## src/rtl/bus_endpoint_fifo.sv

```systemverilog
// Bus endpoint: TX FIFO presented to the bus arbiter (pndng/D_pop/pop) and an
// address-filtered RX FIFO for the local consumer, plus saturating error counters.
module bus_endpoint_fifo #(
   parameter int unsigned pckg_sz   = 16,
   parameter int unsigned fifo_size = 16,
   parameter logic [7:0]  id        = 8'h00,
   parameter logic [7:0]  broadcast = 8'hFF,
   localparam int unsigned aw       = $clog2(fifo_size),
   localparam int unsigned cw       = aw + 1
) (
   input  logic               clk,
   input  logic               reset,
   input  logic [pckg_sz-1:0] tx_data,
   input  logic               tx_valid,
   output logic               tx_ready,
   output logic               pndng,
   output logic [pckg_sz-1:0] D_pop,
   input  logic               pop,
   input  logic               push,
   input  logic [pckg_sz-1:0] D_push,
   output logic [pckg_sz-1:0] rx_data,
   output logic               rx_valid,
   input  logic               rx_ready,
   output logic [cw-1:0]      tx_count,
   output logic [cw-1:0]      rx_count,
   output logic [15:0]        rx_drop_cnt,
   output logic [15:0]        pop_err_cnt
);

   localparam logic [cw-1:0] depth = cw'(fifo_size);

   logic [pckg_sz-1:0] tx_mem [fifo_size];
   logic [pckg_sz-1:0] rx_mem [fifo_size];
   logic [aw-1:0]      tx_wr_ptr, tx_rd_ptr;
   logic [aw-1:0]      rx_wr_ptr, rx_rd_ptr;

   logic tx_wr, tx_rd, pop_err;
   logic hit, rx_rd, rx_wr, rx_drop;

   // Flags and heads depend only on registered state, never on this cycle's inputs.
   assign tx_ready = (tx_count < depth);
   assign pndng    = (tx_count != '0);
   assign rx_valid = (rx_count != '0);
   assign D_pop    = pndng    ? tx_mem[tx_rd_ptr] : '0;
   assign rx_data  = rx_valid ? rx_mem[rx_rd_ptr] : '0;

   assign tx_wr   = tx_valid & tx_ready;
   assign tx_rd   = pop & pndng;
   assign pop_err = pop & ~pndng;

   assign hit     = (D_push[pckg_sz-1 -: 8] == id) | (D_push[pckg_sz-1 -: 8] == broadcast);
   assign rx_rd   = rx_valid & rx_ready;
   // A same-cycle read frees a slot, so a full FIFO can still accept a push.
   assign rx_wr   = push & hit & ((rx_count < depth) | rx_rd);
   assign rx_drop = push & hit & ~(rx_count < depth) & ~rx_rd;

   // NOTE: storage has no reset; occupancy counts alone decide what is valid,
   // which keeps the arrays as plain RAM without a reset fan-out.
   always_ff @(posedge clk) begin
      if (tx_wr) tx_mem[tx_wr_ptr] <= tx_data;
      if (rx_wr) rx_mem[rx_wr_ptr] <= D_push;
   end

   // NOTE: all state below uses non-blocking assignments so every register
   // samples the pre-edge values regardless of statement order.
   always_ff @(posedge clk or posedge reset) begin
      if (reset) begin
         tx_wr_ptr   <= '0;
         tx_rd_ptr   <= '0;
         tx_count    <= '0;
         rx_wr_ptr   <= '0;
         rx_rd_ptr   <= '0;
         rx_count    <= '0;
         rx_drop_cnt <= '0;
         pop_err_cnt <= '0;
      end else begin
         if (tx_wr) tx_wr_ptr <= tx_wr_ptr + 1'b1;
         if (tx_rd) tx_rd_ptr <= tx_rd_ptr + 1'b1;
         case ({tx_wr, tx_rd})
            2'b10:   tx_count <= tx_count + 1'b1;
            2'b01:   tx_count <= tx_count - 1'b1;
            default: tx_count <= tx_count;
         endcase

         if (rx_wr) rx_wr_ptr <= rx_wr_ptr + 1'b1;
         if (rx_rd) rx_rd_ptr <= rx_rd_ptr + 1'b1;
         case ({rx_wr, rx_rd})
            2'b10:   rx_count <= rx_count + 1'b1;
            2'b01:   rx_count <= rx_count - 1'b1;
            default: rx_count <= rx_count;
         endcase

         if (pop_err && pop_err_cnt != 16'hFFFF) pop_err_cnt <= pop_err_cnt + 16'd1;
         if (rx_drop && rx_drop_cnt != 16'hFFFF) rx_drop_cnt <= rx_drop_cnt + 16'd1;
      end
   end

endmodule

```

## config.mk

```make
export PLATFORM = sky130hd
export DESIGN_NAME = bus_endpoint_fifo
export DESIGN_NICKNAME = d
export VERILOG_FILES = /design/src/rtl/bus_endpoint_fifo.sv
export SDC_FILE = /design/constraint.sdc
export NUM_CORES = 1
export LEC_CHECK = 0
export BUFFER_PORTS_ARGS = -buffer_cell sky130_fd_sc_hd__buf_2
export CAP_MARGIN = 20
export CORE_AREA = 2 2 239 217
export DETAILED_ROUTE_END_ITERATION = 10
export DIE_AREA = 0 0 241 219
export HOLD_SLACK_MARGIN = 0.08
export PLACE_DENSITY = 0.6
export SLEW_MARGIN = 15
export SYNTH_ARGS = -nofsm -noshare
export SYNTH_HDL_FRONTEND = slang
export SYNTH_SLANG_ARGS = --single-unit
```

## constraint.sdc

```tcl
create_clock -name clk -period 3.2 [get_ports clk]
set_input_delay 0.48 -clock clk [delete_from_list [all_inputs] [get_ports clk]]
set_output_delay 0.48 -clock clk [all_outputs]
set_load 0.02 [all_outputs]
```

==> results of run 1 <==
==> placed cells by master, fill, tap and decap left out, types with 9 or more instances in the layout <==
cell,instances
clkbuf_16,57
and3_1,19
xnor2_1,29
ha_1,19
nand3_1,9
dfrtp_1,54
inv_1,17
mux4_2,128
buf_4,73
xor2_1,20
a22oi_1,64
nand2_1,25
clkbuf_1,16
a21oi_1,37
bufinv_16,10
nor2_1,10
nor3_1,9
edfxtp_1,512
nand4_1,18
nor2_2,12
clkinv_1,11
buf_2,114
==> synth_stat cells (all sizes together) <==
master,count,area share (%)
a2111oi,1,0.067
a211o,1,0.039
a211oi,1,0.033
a21o,1,0.033
a21oi,37,0.82
a222oi,2,0.089
a22oi,64,2.1
a31oi,2,0.084
a41o,1,0.045
and2,7,0.19
and3,19,0.53
and4,5,0.19
buf,21,0.51
clkbuf,34,0.57
dfrtp,58,6.5
edfxtp,512,68
fa,1,0.089
ha,19,1.1
inv,20,0.33
mux2,7,0.37
mux2i,1,0.045
mux4,128,13
nand2,25,0.42
nand2b,4,0.11
nand3,10,0.25
nand3b,2,0.067
nand4,18,0.50
nor2,22,0.37
nor2b,8,0.22
nor3,15,0.38
nor4,9,0.42
nor4b,1,0.067
o21ai,7,0.16
o21ba,1,0.045
o31ai,1,0.033
or2,1,0.028
or3,2,0.056
xnor2,29,1.1
xor2,20,0.78
==> what timing repair did <==
item                                    4_1_cts  5_1_grt
setup buffers                                 8        0
hold endpoints to repair                     32        0
pin swaps                                     0        0
hold buffers                                  1        0
gates resized for setup                       1        1
endpoints found under the setup margin       18        1
==> area by class of cell <==
cell class                      instances  area (um^2)
Sequential cell                       570        16800
Clock inverter                         33          465
Fill cell                            3999        23700
Multi-Input combinational cell        472         5380
Tap cell                              680          851
Clock buffer                           75         1510
Timing Repair Buffer                  197         1320
Inverter                               20         75.1
==> per-layer routing <==
layer  vias up  GRT usage, %  part of all wire (%)
li1       5003             -                     -
met1      6131          29.1                    46
met2       395          28.6                    45
met3        72          3.71                   7.0
met4         2          5.33                   2.0
met5         -             0                 0.024
==> sequential cells by signal (all words and copies together) (netlist names) <==
register	count
pop_err_cnt	16
rx_count	5
rx_drop_cnt	16
rx_mem	256
rx_rd_ptr	4
rx_wr_ptr	4
tx_count	5
tx_mem	256
tx_rd_ptr	4
tx_wr_ptr	4
==> power by group <==
part / leakage, nW / switching (W) / internal [W]
registers: 5.35 / 0.000448 / 0.00850
clock network: 0.942 / 0.00281 / 0.00416
logic: 2.75 / 0.00368 / 0.00294
==> logic make-up after synthesis <==
group / Yosys count / share of synthesized area [%]
DFF: 570 / 74.9
and+or+nand+nor: 148 / 3.80
muxes: 136 / 13.2
AOI/OAI and AO/OA: 119 / 3.59
buffers and inverters: 75 / 1.41
xor gates and xnor gates: 49 / 1.91
adders and majority gates: 20 / 1.15
==> critical path: cells and delay by family (launching register included) <==
family                 cells  cell delay, ns
buffers and inverters      1            0.26
DFF                        1            0.42
AOI/OAI and AO/OA          2            0.64
and+or+nand+nor            1            0.66
==> through the flow <==
stage / power (W) / area [um^2] / cells / hold WS, ns / worst slack [ns]
floorplan: 0.0133 / 22500 / 1117 / 0.493 / 0.238
global placement: 0.0156 / 24300 / 1930 / 0.475 / 0.239
detailed placement: 0.0156 / 24300 / 1930 / 0.483 / 0.252
CTS: 0.0228 / 26400 / 2047 / 0.187 / 0.0837
global route: 0.0236 / 26400 / 2047 / 0.215 / 0.00659
finish: 0.0225 / 26400 / 2047 / 0.230 / 0.118
==> how the worst max path moves through the flow <==
stage,slack (ns),endpoint,start,depth (start not counted)
2_1_floorplan,0.24,rx_mem[3][0],D_push[8],6
3_3_place_gp,0.24,rx_count[4],D_push[15],13
3_5_place_dp,0.25,rx_count[4],D_push[15],13
4_1_cts,0.08,D_pop[1],tx_rd_ptr[1],5
5_1_grt,0.007,D_pop[3],tx_rd_ptr[2],4
6_report,0.12,D_pop[3],tx_rd_ptr[2],4
==> qor.yml, run 1 <==
place:
  gp_congestion: 0.742
  io_buffer_count: 114
  dp_hpwl_um: 29400
logic_synthesis:
  synthCells: 1117
  seq_area_frac_synth_pct: 74.9
  avgSynthCellArea_um2: 20.1
  synth_seq_cells: 570
  ys_types: 48
  syn_nets: 1175
  syn-cell-area_mm2: 0.0225
  yosys_warnings: 0
detailed_routing:
  vias: 11600
  firstDrtPassIters: 5
  drc: 0
  vias_per_cell: 5.67
  wire_per_inst_um: 24.1
  drt_iter0_drc: 1085
  route.antenna.remaining_nets: 0
  wl_um: 49400
timing:
  timing.slew.headroom_pct: 48.7
  fmax_ghz: 0.324
  fin_skew_ns: 0.0227
  drv_slew: 0
  setup_viol: 0
  hold_viol: 0
  worst_pin_slew_ns: 0.769
  tns_ns: 0
  fin_crit_ns: 3.08
  fin_crit_sh_pct: 96.3
  rsz0062_at_grt: "no"
floorplanning:
  dieArea_mm2: 0.0528
  die_h_um: 219
  ios: 115
  die_w_um: 241
  num_rows: 78
  start_util_pct: 44.8
  core_area_mm2: 0.0502
grt:
  grt_pass1_wl_um: 74300
  grt_pass1_vias: 11800
  antenna_found_initial: 1
  grt_overflow_total: 0
  track_usage_pct: 19.2
  grt_max_degree: 34
finish:
  diodes: 0
  utilization_pct: 52.7
  layout-drive-gt1-share_pct: 32.8
  synthToLayoutAreaGrowth_pct: 17.7
  fin_nets: 1376
critical_path:
  cp_slowest_cell: "and2_1"
  max_stage_delay_ns: 0.66
  endpoint_kind: "primary output"
  arrival_ns: 2.60
  r2r_setup_slack_ns: 0.45
  reg2reg_from: "rx_count[0]"
  cp.required_ns: 2.72
  path_cells: "and2_1 > a22oi_1 > a21oi_1 > buf_2"
  critPathMaxFanout: 11
  worst_r2r_endpoint: "rx_count[4]"
  startpoint_type: "register"
  rr_worst_depth: 12
  worstSetupPathType: "reg -> out"
min_path:
  min_to: "rx_mem[10][6]"
  holdPathStages: 1
  hp-start: "D_push[6]"
  hold_path.class: "in -> reg"
clock_tree:
  htree_num_levels: 2
  clkTransAtPathRegs_ns: 0.06
  cts.sinks: 570
  cts_root_buffer: "clkbuf_16"
  clk_latency_ns: 0.62
  clock_path_buffers: 3
  numCtsBuffers: 57
  tritoncts: "built"
run:
  max_cap_viol_count: 0
pwr:
  ir_drop_mv: 0.564
  total_leakage_power_nw: 9.04
  p_per_area_mw_per_mm2: 852
run_status:
  outcome: "complete, no violations"
Note: power is estimated with default switching activity, not from simulation.
==> run 2, diff against run 1 <==
==> constraint.sdc (replaced) <==
create_clock -name clk -period 3.2 [get_ports clk]
set_input_delay 0.48 -clock clk [delete_from_list [all_inputs] [get_ports clk]]
set_output_delay 0.48 -clock clk [all_outputs]
set_load 0.05 [all_outputs]
==> run 2 against run 1 <==
Compared with the run above: critical path depth up 1; via count down 1.2%; critical path type unchanged; worst setup slack got worse by 0.031 ns; die area stayed put; power up 3.2%; cell area is 0.62% lower; clock power shrank 7.6%; register-to-register slack about the same; clock-buffer cell count increased by 4; largest power group unchanged; global-route usage grew 0.20 points; sequential cell count unchanged; hold slack better by 0.0047 ns.
==> qor.yml, run 2 (synthesis gave the netlist of run 1 again) <==
clock_tree:
  clock_path_buffers: 3  # unchanged
  tritoncts: "built"
  cts_root_buffer: "clkbuf_16"
  htree_num_levels: 2  # unchanged
  cts.sinks: 570  # unchanged
  numCtsBuffers: 57  # unchanged
  clkTransAtPathRegs_ns: 0.06  # about the same
  clk_latency_ns: 0.61  # about the same
min_path:
  hold_path.class: "in -> reg"
run:
  max_cap_viol_count: 0  # unchanged
grt:
  grt_pass1_vias: 11900  # +0.58%
  met1_usage_pct: 28.7  # -0.42 points
  grt_max_degree: 38  # +12%
  grt_overflow_total: 0  # unchanged
  use_met3_pct: 3.75  # +0.038 points
  antenna_found_initial: 2  # +1
  grt.busiest_layer: "met2"
  grt_pass1_wl_um: 74600  # +0.50%
  gr-usage-met2_pct: 29.5  # +0.86 points
  track_usage_pct: 19.4  # +0.20 points
critical_path:
  critPathCapture: "D_pop[11]"
  r2r_setup_slack_ns: 0.45  # about the same
  rr_worst_depth: 12  # unchanged
  worst_r2r_endpoint: "rx_count[4]"
  endpoint_kind: "primary output"
  reg2reg_from: "rx_count[0]"
  cp.required_ns: 2.72  # about the same
  arrival_ns: 2.63  # +0.03 ns
  critPathMaxFanout: 37  # +26
  worstSetupStartpoint: "tx_rd_ptr[1]"
  worstSetupPathType: "reg -> out"
  startpoint_type: "register"
floorplanning:
  start_util_pct: 44.8  # unchanged
  num_rows: 78  # unchanged
  die_w_um: 241  # unchanged
  die_h_um: 219  # unchanged
  ios: 115  # unchanged
  dieArea_mm2: 0.0528  # unchanged
  core_area_mm2: 0.0502  # unchanged
timing:
  fin_skew_ns: 0.0241  # +0.00133 ns
  drv_slew: 0  # unchanged
  tns_ns: 0  # unchanged
  timing.slew.headroom_pct: 60.3  # +12 points
  rsz0062_at_grt: "no"
  worst_pin_slew_ns: 0.589  # -0.180 ns
  fin_crit_ns: 3.11  # +0.0306 ns
  setup_viol: 0  # unchanged
  fin_crit_sh_pct: 97.3  # +0.96 points
  hold_viol: 0  # unchanged
  fmax_ghz: 0.321  # -0.98%
  hold-worst-slack_ns: 0.235  # +0.00472 ns
pwr:
  p_per_area_mw_per_mm2: 885  # +3.9%
  ir_drop_mv: 0.606  # +7.5%
  p_sw_w: 0.00819  # +18%
  p_int_w: 0.0151  # -3.3%
  total_power_w: 0.0233  # +3.2%
  pwr-share-clk_pct: 27.7  # -3.2 points
  comb_power_share_pct: 33.7  # +4.3 points
  p_sw_share_pct: 35.2  # +4.4 points
  p_seq_share_pct: 38.6  # -1.1 points
  total_leakage_power_nw: 8.94  # -1.1%
finish:
  layout-drive-gt1-share_pct: 32.2  # -0.57 points
  most-common-layout-cells: "edfxtp_1, mux4_2, buf_2"
  seq_area_mm2: 0.0168  # unchanged
  multiInputGateArea_mm2: 0.00539  # +0.21%
  biggestRegsByFlops: "rx_mem: 256 flops, tx_mem: 256 flops"
  synthToLayoutAreaGrowth_pct: 17.0
  final_common_cell: "edfxtp_1"
  n_fill_cell: 4000  # +0.025%
  fin_nets: 1367  # -0.65%
place:
  dp_hpwl_um: 29000  # -1.4%
  io_buffer_count: 114  # unchanged
  gp_congestion: 0.747  # +0.69%
detailed_routing:
  vias: 11500  # -1.2%
  wire_per_inst_um: 24.7  # +2.2%
  vias_per_cell: 5.62  # -0.78%
  drt_iter0_drc: 1004  # -7.5%
  wl_um: 50300  # +1.7%
  drc: 0  # unchanged
  route.antenna.remaining_nets: 0  # unchanged
  firstDrtPassIters: 5  # unchanged
run_status:
  outcome: "complete, no violations"
run 2: worst min path at each step:
stage	start	endpoint	slack [ns]	depth (start not counted)
finish	D_push[6]	rx_mem[10][6]	0.23	1
detailed placement	pop_err_cnt[5]	pop_err_cnt[5]	0.48	1
floorplan	rx_rd_ptr[3]	rx_rd_ptr[3]	0.49	1
global placement	pop_err_cnt[5]	pop_err_cnt[5]	0.47	1
global route	D_push[6]	rx_mem[15][6]	0.22	1
CTS	D_push[3]	rx_mem[0][3]	0.19	1
run 2: per-stage QoR:
step	std cells	util (%)	worst slack (ns)	area, um^2
6_report	2038	52.4	0.0877	26300
5_1_grt	2037	52.4	0.00263	26300
4_1_cts	2033	52.3	0.00308	26200
3_5_place_dp	1922	48.5	0.269	24300
3_3_place_gp	1922	48.5	0.270	24300
2_1_floorplan	1117	-	0.0308	22500
run 2: area by class of cell:
cell class                 instances  share of cell area [%]
clock buffer                      79                    5.78
antenna                            1                 0.00952
multi-input combinational        472                    20.5
tap                              680                    3.24
sequential                       570                    64.1
timing repair buffer             188                    4.99
inverter                          20                   0.286
clock inverter                    28                    1.10
run 2: metal layers:
layer	vias up	share of wire (%)	wire length, um
met5	-	0.020	10
met4	2	2.4	1190
met3	74	6.9	3490
met2	371	46	23400
met1	6033	44	22200
li1	4982	-	-
run 2: power by group through the flow:
stage / clock network, W / registers (W) / logic [W]
2_1_floorplan: 0 / 0.00914 / 0.00543
4_1_cts: 0.00659 / 0.00900 / 0.00782
6_report: 0.00644 / 0.00898 / 0.00784
3_5_place_dp: 0 / 0.00919 / 0.00765
3_3_place_gp: 0 / 0.00918 / 0.00760
5_1_grt: 0.00689 / 0.00904 / 0.00830
run 2: critical path, stage by stage (launching register included):
cell and delay, ns:
dfrtp_4 0.61, buf_12 0.28, mux4_2 0.26, a22oi_1 0.08
a21oi_1 0.35, buf_2 0.37
run 2: repair_timing:
item	in CTS	in global routing
hold buffers	1	0
setup endpoints to repair	20	8
gates resized for setup	8	1
cloned	0	1
endpoints found under the hold margin	24	0
setup buffers	3	3
==> run 3, diff against run 2 <==
==> constraint.sdc (replaced) <==
create_clock -name clk -period 3.2 [get_ports clk]
set_input_delay 0.16 -clock clk [delete_from_list [all_inputs] [get_ports clk]]
set_output_delay 0.16 -clock clk [all_outputs]
set_load 0.05 [all_outputs]
==> run 3 against run 2 <==
Compared with the run above: non-clock buffer count increased by 33; combinational power decreased by 2%; maximum frequency increased by 4.5%; clock-buffer cell count increased by 1; via count increased by 0.77%; highest routed layer unchanged; cell area increased by 0.92%; power decreased by 0.54%; critical path depth unchanged; hold slack got worse by 0.11 ns; largest power group unchanged.
==> qor.yml, run 3 (synthesis gave the netlist of run 1 again) <==
finish:
  synthToLayoutAreaGrowth_pct: 18.0
  utilization_pct: 52.9  # +0.48 points
  diodes: 0  # -1
  biggestRegsByFlops: "rx_mem: 256 flops, tx_mem: 256 flops"
  most-common-layout-cells: "edfxtp_1, mux4_2, buf_2"
  layout-drive-gt1-share_pct: 30.8  # -1.4 points
  n_fill_cell: 4042  # +1.1%
  fin_nets: 1401  # +2.5%
  fin_area_mm2: 0.0265  # +0.92%
  final_common_cell: "edfxtp_1"
floorplanning:
  num_rows: 78  # unchanged
  core_area_mm2: 0.0502  # unchanged
  start_util_pct: 44.8  # unchanged
  ios: 115  # unchanged
  die_h_um: 219  # unchanged
  die_w_um: 241  # unchanged
  dieArea_mm2: 0.0528  # unchanged
detailed_routing:
  drc: 0  # unchanged
  firstDrtPassIters: 7  # +2
  vias_per_cell: 5.58  # -0.74%
  drt_iter0_drc: 1081  # +7.7%
  wire_per_inst_um: 24.4  # -1.1%
  route.antenna.remaining_nets: 0  # unchanged
  wl_um: 50500  # +0.44%
  vias: 11600  # +0.77%
grt:
  track_usage_pct: 19.7  # +0.26 points
  grt_max_degree: 37  # -2.6%
  grt_overflow_total: 0  # unchanged
  grt_pass1_wl_um: 75800  # +1.6%
  grt_pass1_vias: 11900  # +0.051%
  antenna_found_initial: 1  # -1
critical_path:
  max_stage_delay_ns: 0.60  # about the same
  cp_slowest_cell: "dfrtp_4"
  reg2reg_from: "rx_count[0]"
  critPathMaxFanout: 33  # -11%
  startpoint_type: "register"
  worstSetupStartpoint: "tx_rd_ptr[0]"
  worstSetupPathType: "reg -> out"
  path_cells: "buf_12 > mux4_2 > a22oi_1 > a21oi_1 > buf_2"
  cp.required_ns: 3.04  # +0.32 ns
  arrival_ns: 2.82  # +0.19 ns
  critPathCapture: "D_pop[6]"
  r2r_setup_slack_ns: 0.44  # about the same
  rr_worst_depth: 12  # unchanged
  worst_r2r_endpoint: "rx_count[4]"
  endpoint_kind: "primary output"
place:
  dp_hpwl_um: 29700  # +2.4%
  io_buffer_count: 114  # unchanged
  dpl_cell_area_mm2: 0.0243  # about the same
  gp_congestion: 0.744  # -0.32%
timing:
  fmax_ghz: 0.336  # +4.5%
  setup_viol: 0  # unchanged
  fin_crit_ns: 2.98  # -0.135 ns
  drv_slew: 0  # unchanged
  worst_pin_slew_ns: 0.758  # +0.168 ns
  fin_crit_sh_pct: 93.0  # -4.2 points
  rsz0062_at_grt: "no"
  hold_viol: 0  # unchanged
  tns_ns: 0  # unchanged
  fin_skew_ns: 0.0199  # -0.00411 ns
  timing.slew.headroom_pct: 49.5  # -11 points
clock_tree:
  clock_path_buffers: 3  # unchanged
  cts_root_buffer: "clkbuf_16"
  numCtsBuffers: 58  # +1.8%
  clk_latency_ns: 0.62  # about the same
  clkTransAtPathRegs_ns: 0.06  # about the same
  tritoncts: "built"
  cts_resized: 0  # -8
  htree_num_levels: 2  # unchanged
  cts.sinks: 570  # unchanged
pwr:
  p_per_area_mw_per_mm2: 873  # -1.4%
  ir_drop_mv: 0.814  # +34%
  total_power_w: 0.0231  # -0.54%
  total_leakage_power_nw: 9.06  # +1.3%
run:
  max_cap_viol_count: 0  # unchanged
min_path:
  hold_path.class: "in -> async"
run_status:
  outcome: "complete, no violations"
## run 3: changes by cell type in the layout (fill, tap and decap cells not counted), moves of 2 or more
cell and delta:
dlygate4sd3_1 +37, clkinv_1 +3, clkinv_2 -3, a22oi_1 +2, a22oi_2 -2, buf_16 -2, clkbuf_1 -2, clkbuf_8 +2
clkinv_16 -2, dfrtp_2 +2, dfrtp_4 -2, inv_16 +2
## run 3: through the flow
step,std cells,setup WS [ns],hold slack (ns)
after floorplan,1117,0.0308,0.259
after global placement,1924,0.455,0.230
after detailed placement,1924,0.437,0.226
after CTS,2068,0.0661,0.108
after global routing,2069,0.0759,0.154
final,2069,0.223,0.125
## run 3: repair_timing
action	4_1_cts	5_1_grt
endpoints found under the hold margin	549	0
endpoints found under the setup margin	0	1
hold buffers	38	0
buffers inserted	0	1
## run 3: final cells by class
class / instances / area [um^2] / area share, %
inverters: 20 / 75.1 / 0.283
clock inverters: 26 / 234 / 0.882
flip-flops and latches: 570 / 16800 / 63.5
well taps: 680 / 851 / 3.21
clock buffers: 80 / 1560 / 5.90
repair buffers: 221 / 1580 / 5.96
multi-input cells: 472 / 5380 / 20.3
## run 3: routing by layer
layer,vias to the layer above,global-route usage (%),part of all wire [%]
met2,356,30.7,47
met1,6084,29.1,45
li1,5042,-,-
met5,-,0,0.022
met4,2,5.08,1.8
met3,66,3.18,5.6
## run 3: critical path, delay by kind of cell, from the launching register on
kind            cells  cell delay, ns
flops               1            0.60
buf+inv             2            0.56
mux                 1            0.53
compound gates      2            0.48
## run 3: power breakdown
group,internal (W),switching [W]
Clock,0.00366,0.00276
Combinational,0.00286,0.00484
Sequential,0.00850,0.000517
Total,0.0150,0.00812
## run 3: how the worst min path moves through the flow
stage,from,end,slack (ns)
floorplan,D_push[0],rx_mem[0][0],0.26
global placement,reset,pop_err_cnt[5],0.23
detailed placement,reset,pop_err_cnt[5],0.23
CTS,reset,pop_err_cnt[15],0.11
global route,reset,pop_err_cnt[13],0.15
finish,reset,pop_err_cnt[15],0.12
